`src/rtl/proj1_pkg.sv`:
```
`default_nettype none
// ============================================================================
// Module   : proj1_pkg
// Purpose  : Shared definitions for the proj1 accumulator CPU: data/address
//            widths, instruction opcodes and the controller state encoding.
// Ports    : none (package)
// Revision : 1.0 - initial release
// ============================================================================
package proj1_pkg;

  localparam int DATA_W = 16;
  localparam int ADDR_W = 8;

  localparam logic [7:0] OP_LOAD  = 8'h01;
  localparam logic [7:0] OP_STORE = 8'h02;
  localparam logic [7:0] OP_ADD   = 8'h03;
  localparam logic [7:0] OP_SUB   = 8'h04;
  localparam logic [7:0] OP_JUMP  = 8'h05;
  localparam logic [7:0] OP_JZ    = 8'h06;
  localparam logic [7:0] OP_DIV   = 8'h07;
  localparam logic [7:0] OP_HALT  = 8'h08;

  typedef enum logic [3:0] {
    ST_F1 = 4'd0,
    ST_F2 = 4'd1,
    ST_F3 = 4'd2,
    ST_D  = 4'd3,
    ST_E1 = 4'd4,
    ST_E2 = 4'd5,
    ST_DV = 4'd6,
    ST_DW = 4'd7,
    ST_H  = 4'd8
  } state_e;

endpackage
`default_nettype wire

```
`src/rtl/addsub16.sv`:
```
`default_nettype none
// ============================================================================
// Module   : addsub16
// Purpose  : 16-bit adder/subtractor shared by ADD/SUB and the divider's
//            trial subtraction.
// Ports    : a, b  - operands
//            sub   - 1 = a - b, 0 = a + b
//            sum   - result modulo 2^16
//            cout  - carry out; for subtraction 1 means no borrow (a >= b)
// Revision : 1.0 - initial release
// ============================================================================
module addsub16
  import proj1_pkg::*;
(
  input  logic [DATA_W-1:0] a,
  input  logic [DATA_W-1:0] b,
  input  logic              sub,
  output logic [DATA_W-1:0] sum,
  output logic              cout
);

  logic [DATA_W-1:0] b_eff;
  logic [DATA_W:0]   full;

  // Two's-complement subtraction: a + ~b + 1.
  assign b_eff = sub ? ~b : b;
  assign full  = {1'b0, a} + {1'b0, b_eff} + {{DATA_W{1'b0}}, sub};
  assign sum   = full[DATA_W-1:0];
  assign cout  = full[DATA_W];

endmodule
`default_nettype wire

```
`src/rtl/proj1_ram.sv`:
```
`default_nettype none
// ============================================================================
// Module   : proj1_ram
// Purpose  : 256x16 program/data RAM, combinational read, synchronous write.
//            Contents are not affected by reset.
// Ports    : clk   - clock
//            we    - write enable
//            addr  - read/write address
//            wdata - write data
//            rdata - read data (mem[addr])
// Revision : 1.0 - initial release
// ============================================================================
module proj1_ram
  import proj1_pkg::*;
(
  input  logic              clk,
  input  logic              we,
  input  logic [ADDR_W-1:0] addr,
  input  logic [DATA_W-1:0] wdata,
  output logic [DATA_W-1:0] rdata
);

  logic [DATA_W-1:0] mem256x16 [0:255];

  always_ff @(posedge clk) begin
    if (we) begin
      mem256x16[addr] <= wdata;
    end
  end

  assign rdata = mem256x16[addr];

endmodule
`default_nettype wire

```
`src/rtl/proj1_cpu.sv`:
```
`default_nettype none
// ============================================================================
// Module   : proj1_cpu
// Purpose  : Accumulator-based 16-bit multicycle CPU with internal 256x16 RAM.
//            Controller FSM sequences fetch/decode/execute over PC, MAR, MDR,
//            IR, ACC and Z; DIV uses a 16-step restoring divider.
// Ports    : clk        - clock, rising edge
//            rst        - asynchronous active-low reset
//            MemRW_IO   - RAM write enable this cycle
//            MemAddr_IO - RAM address (MAR)
//            MemD_IO    - RAM write data (ACC)
// Revision : 1.0 - initial release
// ============================================================================
module proj1_cpu
  import proj1_pkg::*;
(
  input  logic              clk,
  input  logic              rst,
  output logic              MemRW_IO,
  output logic [ADDR_W-1:0] MemAddr_IO,
  output logic [DATA_W-1:0] MemD_IO
);

  state_e            state_q, state_d;
  logic [ADDR_W-1:0] pc_q, pc_d, mar_q, mar_d;
  logic [DATA_W-1:0] mdr_q, mdr_d, ir_q, ir_d, acc_q, acc_d;
  logic              z_q, z_d;
  logic [DATA_W-1:0] rem_q, rem_d, quo_q, quo_d;
  logic [3:0]        cnt_q, cnt_d;

  logic [7:0]        opcode;
  logic [ADDR_W-1:0] operand;
  logic [DATA_W-1:0] mem_rdata;
  logic              mem_we;

  logic [DATA_W-1:0] div_shift;
  logic [DATA_W-1:0] as_a, as_sum;
  logic              as_sub, as_cout, qbit;

  assign opcode  = ir_q[15:8];
  assign operand = ir_q[7:0];

  // Write is decoded from registered state, so an asynchronous reset drops
  // it immediately and the pending RAM write never gets clocked.
  assign mem_we = (state_q == ST_E1) && (opcode == OP_STORE);

  proj1_ram ram_ins (
    .clk   (clk),
    .we    (mem_we),
    .addr  (mar_q),
    .wdata (acc_q),
    .rdata (mem_rdata)
  );

  // Partial remainder shifted left with the next dividend bit. Its dropped
  // MSB (rem_q[15]) means the 17-bit trial value exceeds any 16-bit divisor,
  // so the subtraction must succeed even though the adder sees 16 bits.
  assign div_shift = {rem_q[DATA_W-2:0], quo_q[DATA_W-1]};
  assign as_a      = (state_q == ST_DV) ? div_shift : acc_q;
  assign as_sub    = (state_q == ST_DV) || (opcode == OP_SUB);
  assign qbit      = rem_q[DATA_W-1] | as_cout;

  addsub16 u_addsub (
    .a    (as_a),
    .b    (mdr_q),
    .sub  (as_sub),
    .sum  (as_sum),
    .cout (as_cout)
  );

  always_comb begin
    state_d = state_q;
    pc_d    = pc_q;
    mar_d   = mar_q;
    mdr_d   = mdr_q;
    ir_d    = ir_q;
    acc_d   = acc_q;
    z_d     = z_q;
    rem_d   = rem_q;
    quo_d   = quo_q;
    cnt_d   = cnt_q;

    case (state_q)
      ST_F1: begin
        mar_d   = pc_q;
        state_d = ST_F2;
      end
      ST_F2: begin
        mdr_d   = mem_rdata;
        pc_d    = pc_q + 8'd1;
        state_d = ST_F3;
      end
      ST_F3: begin
        ir_d    = mdr_q;
        state_d = ST_D;
      end
      ST_D: begin
        mar_d = operand;
        case (opcode)
          OP_JUMP: begin
            pc_d    = operand;
            state_d = ST_F1;
          end
          OP_JZ: begin
            if (z_q) pc_d = operand;
            state_d = ST_F1;
          end
          OP_HALT:                                   state_d = ST_H;
          OP_LOAD, OP_STORE, OP_ADD, OP_SUB, OP_DIV: state_d = ST_E1;
          default:                                   state_d = ST_F1;
        endcase
      end
      ST_E1: begin
        if (opcode == OP_STORE) begin
          state_d = ST_F1;
        end else begin
          mdr_d   = mem_rdata;
          state_d = ST_E2;
        end
      end
      ST_E2: begin
        if (opcode == OP_DIV) begin
          rem_d   = '0;
          quo_d   = acc_q;
          cnt_d   = 4'd0;
          state_d = ST_DV;
        end else begin
          acc_d   = (opcode == OP_LOAD) ? mdr_q : as_sum;
          z_d     = (acc_d == '0);
          state_d = ST_F1;
        end
      end
      ST_DV: begin
        // Divisor 0 makes every trial succeed, giving the 0xFFFF quotient.
        rem_d = qbit ? as_sum : div_shift;
        quo_d = {quo_q[DATA_W-2:0], qbit};
        cnt_d = cnt_q + 4'd1;
        if (cnt_q == 4'd15) state_d = ST_DW;
      end
      ST_DW: begin
        acc_d   = quo_q;
        z_d     = (quo_q == '0);
        state_d = ST_F1;
      end
      ST_H:    state_d = ST_H;
      default: state_d = ST_F1;
    endcase
  end

  always_ff @(posedge clk or negedge rst) begin
    if (!rst) begin
      state_q <= ST_F1;
      pc_q    <= '0;
      mar_q   <= '0;
      mdr_q   <= '0;
      ir_q    <= '0;
      acc_q   <= '0;
      z_q     <= 1'b0;
      rem_q   <= '0;
      quo_q   <= '0;
      cnt_q   <= '0;
    end else begin
      state_q <= state_d;
      pc_q    <= pc_d;
      mar_q   <= mar_d;
      mdr_q   <= mdr_d;
      ir_q    <= ir_d;
      acc_q   <= acc_d;
      z_q     <= z_d;
      rem_q   <= rem_d;
      quo_q   <= quo_d;
      cnt_q   <= cnt_d;
    end
  end

  assign MemRW_IO   = mem_we;
  assign MemAddr_IO = mar_q;
  assign MemD_IO    = acc_q;

endmodule
`default_nettype wire

```
`config.mk`:
```
export PLATFORM = sky130hd
export DESIGN_NAME = proj1_cpu
export DESIGN_NICKNAME = d
export VERILOG_FILES = /design/src/rtl/proj1_pkg.sv /design/src/rtl/addsub16.sv /design/src/rtl/proj1_ram.sv /design/src/rtl/proj1_cpu.sv
export SDC_FILE = /design/constraint.sdc
export NUM_CORES = 2
export LEC_CHECK = 0
export CAP_MARGIN = 20
export CORE_MARGIN = 1
export CORE_UTILIZATION = 57
export DETAILED_ROUTE_END_ITERATION = 16
export PLACE_DENSITY_LB_ADDON = 0.15
export SLEW_MARGIN = 0
export SYNTH_ARGS = -nofsm -noshare
export SYNTH_HDL_FRONTEND = slang
export SYNTH_SLANG_ARGS = --single-unit
```
`constraint.sdc`:
```
create_clock -name clk -period 6.2 [get_ports clk]
set_input_delay 0.62 -clock clk [delete_from_list [all_inputs] [get_ports clk]]
set_output_delay 0.62 -clock clk [all_outputs]
set_load 0.01 [all_outputs]
```
==> metrics.txt <==
Gate Count Post-Synth 7,056; delay-heaviest family, CP compound AO/OA/AOI/OAI gates; leading area contributor after synthesis edfxtp_1; Die Wd 537 um; gpl congestion ~0.9; Vias roughly 80k; Post-synth EDFFs between 4k and 5k; Yosys top cell area share between 70% and 80%; hpwl dp around 250 mm; sequential share of the synthesized area between 70% and 80%; Worst Max-Slew Pin Slew 1.22 ns; post-cts sizing count 0; Starting Density between 50% and 60%; Reg clk slew, reported paths 0.07 ns; DRC 0; Synth Cell Area ~160,000 um2; I/O pins 27; largest net degree at the start of global routing about 200; delay of the slowest critical-path stage 0.70 ns; LEAKAGE ~45 nW; critical path startpoint category flop; proportion of layout cells with a drive suffix above 1 33.7%; fill cell count about 18k; relative slew slack 18.5%; slowest CP cell nor4bb_4; Multi-input gate area 36,100 um2; Total GRT Usage a little under a third; post-synthesis async set-or-reset flop share 2.50%; Row Count just under 200; post-synthesis cell type count 79; yosys warns 0; fin nets ~7.6k; fin area 184,000 um2; full die area between 200,000 and 300,000 um2; vias in the first global route a little under 80k; Worst EP required between 7 and 8 ns; max-slew violation count 0; Yosys reg bits between 4k and 5k; Setup TNS 0 ns; Post-Syn Nets 7,076; Final Hold Fails 0; first-pass GRT wire length roughly 610 mm; Setup Skew 0.0635 ns; Hold WC Path Type input port to async pin; pwr/cell area about 300 nW/um2; R2R Path Start state_q[1]; final WL about 430 mm; Fmax achieved 203 MHz; most common cell in the netlist edfxtp_1; Post-synth top cells 4,096 x edfxtp_1, 1,288 x mux4_2, 331 x nor2_1, 231 x clkbuf_1, 215 x nand2_1; DR iter-0 viols between 10k and 15k; pre-CTS setup slack approximately 1.3 ns; Clock Tree Buf Depth 4; CP bufs+invs 1; Area growth syn-to-layout 13.1%; Reg area approximately 130,000 um2; status finished, final reports clean; GRT overflow 0; CTS H-tree lvls 5; CTS tree yes; WL/cell ~37 um; Final period util between 70% and 80%; CP cell instances nor4bb_4, nor2_1, buf_4, xnor2_1, ha_1, a21o_1, a31oi_1, o32ai_4, a2111oi_2, nor4_2, o31a_1, o31ai_1, o21ai_1; fin crit period 4.93 ns; Final setup violation count 0; initial antenna violation count 31; drt first pass iters 6; CP Launch Point state_q[1]; PortBufs 26; CP Data Arrival Time ~5.8 ns; Max VDD drop approximately 0.00024 V; Setup crit end kind flop; Max Fanout on Critical Path 15; critical path type flop to flop; Clk Latency, worst-skew pair between 0.9 and 1 ns; post-CTS setup buffer count 0; Top FF cell, synth edfxtp_1; # Max-Cap Violations 0; Root Driver clkbuf_16; syn avg cell area 23.1 um2; Placed Area 171,000 um2; DR vias/cell between 6 and 7; RSZ-0062 raised after global routing no; Core ar. 283,000 um2; Die Y 537 um; Final WS setup 1.27 ns; Final ANT Viol Nets 0; top post-synthesis cells by area edfxtp_1 75%, mux4_2 18%, dfrtp_1 1.6%; CTS Sinks between 4k and 5k; CTS buffer count roughly 420
==> final cells by class <==
| type | instances | share of cell area [%] |
|---|---|---|
| Tap cell | 3743 | 2.54 |
| Multi-Input combinational cell | 2431 | 19.6 |
| Clock inverter | 254 | 1.18 |
| Antenna cell | 11 | 0.0149 |
| Clock buffer | 515 | 5.99 |
| Inverter | 18 | 0.0367 |
| Timing Repair Buffer | 502 | 2.41 |
| Sequential cell | 4201 | 68.2 |
==> routing by layer <==
metal / routed length (um) / up-vias / global-route usage (%) / share of wire (%)
li1: - / 31200 / - / -
met1: 168000 / 43200 / 44.3 / 39
met2: 203000 / 4699 / 46.2 / 47
met3: 47500 / 640 / 7.28 / 11
met4: 14300 / 8 / 9.55 / 3.3
met5: 46 / - / 0.0164 / 0.011
==> worst reg2reg max path, stage by stage, from the launching register on <==
cell       delay, ns
dfrtp_1         0.67
nor4bb_4        0.70
nor2_1          0.13
buf_4           0.27
xnor2_1         0.18
ha_1            0.43
a21o_1          0.23
a31oi_1         0.38
o32ai_4         0.24
a2111oi_2       0.66
nor4_2          0.12
o31a_1          0.33
o31ai_1         0.36
o21ai_1         0.12
==> registers in the layout (all words and copies together) (netlist names) <==
register,cells
MemD_IO,16
z_q,1
ram_ins.mem256x16,4096
ir_q,16
MemAddr_IO,8
pc_q,8
quo_q,16
state_q,4
rem_q,16
cnt_q,4
mdr_q,16
==> worst paths after layout <==
path / endpoint / slack (ns) / depth (start not counted)
max in group asynchronous: MemD_IO[10] / 4.96 / 4
worst min-delay path: MemD_IO[6] / 0.19 / 2
worst max register to register: z_q / 1.27 / 13
worst min register to register: ir_q[1] / 0.51 / 1
min in group clk: ir_q[1] / 0.51 / 1
worst max-delay path: z_q / 1.27 / 13
==> power by group <==
part / switching (mW) / total, mW / internal (mW)
Combinational: 0.0159 / 0.0190 / 0.00304
Sequential: 0 / 30.7 / 30.7
Clock: 10.7 / 24.4 / 13.7
Total: 10.7 / 55.1 / 44.4
==> kinds of logic (layout without fill, tap and decap cells) <==
group / Yosys count / in the layout / share of synthesized area, %
flops: 4201 / 4201 / 77.1
xor+xnor: 27 / 27 / 0.145
mux: 1344 / 1344 / 18.2
simple gates: 737 / 737 / 1.97
fa+ha+maj: 19 / 19 / 0.149
other cells: 0 / 11 / 0
compound gates: 304 / 304 / 1.29
buf+inv: 424 / 1289 / 1.21
==> stage by stage <==
| stage | util, % | power, mW | hold slack (ns) | std cells |
|---|---|---|---|---|
| 2_1_floorplan | - | 31.3 | 0.324 | 7056 |
| 3_3_place_gp | 60.3 | 31.3 | 0.481 | 10900 |
| 3_5_place_dp | 60.3 | 31.3 | 0.494 | 10900 |
| 4_1_cts | 65.0 | 55.4 | 0.153 | 11700 |
| 5_1_grt | 65.0 | 56.4 | 0.243 | 11700 |
| 6_report | 65.0 | 55.1 | 0.193 | 11700 |
==> timing repair <==
| action | CTS | global route |
|---|---|---|
| endpoints found under the setup margin | 0 | 0 |
| hold endpoints to repair | 35 | 0 |
| hold buffers | 1 | 0 |
==> layout by cell type (no fill, tap or decap), types with 36 or more instances in the layout <==
cell type     n
mux4_2     1288
clkinv_1    102
buf_12       37
a21oi_1      42
edfxtp_1   4096
clkbuf_1     83
buf_4       427
nor2_2      239
a22oi_1      36
o21ai_0      59
clkinv_2     85
clkbuf_16   424
nand3_1      57
nand2_1     203
dfrtp_1      83
nor2_1       91
(Power assumes the default switching activity.)
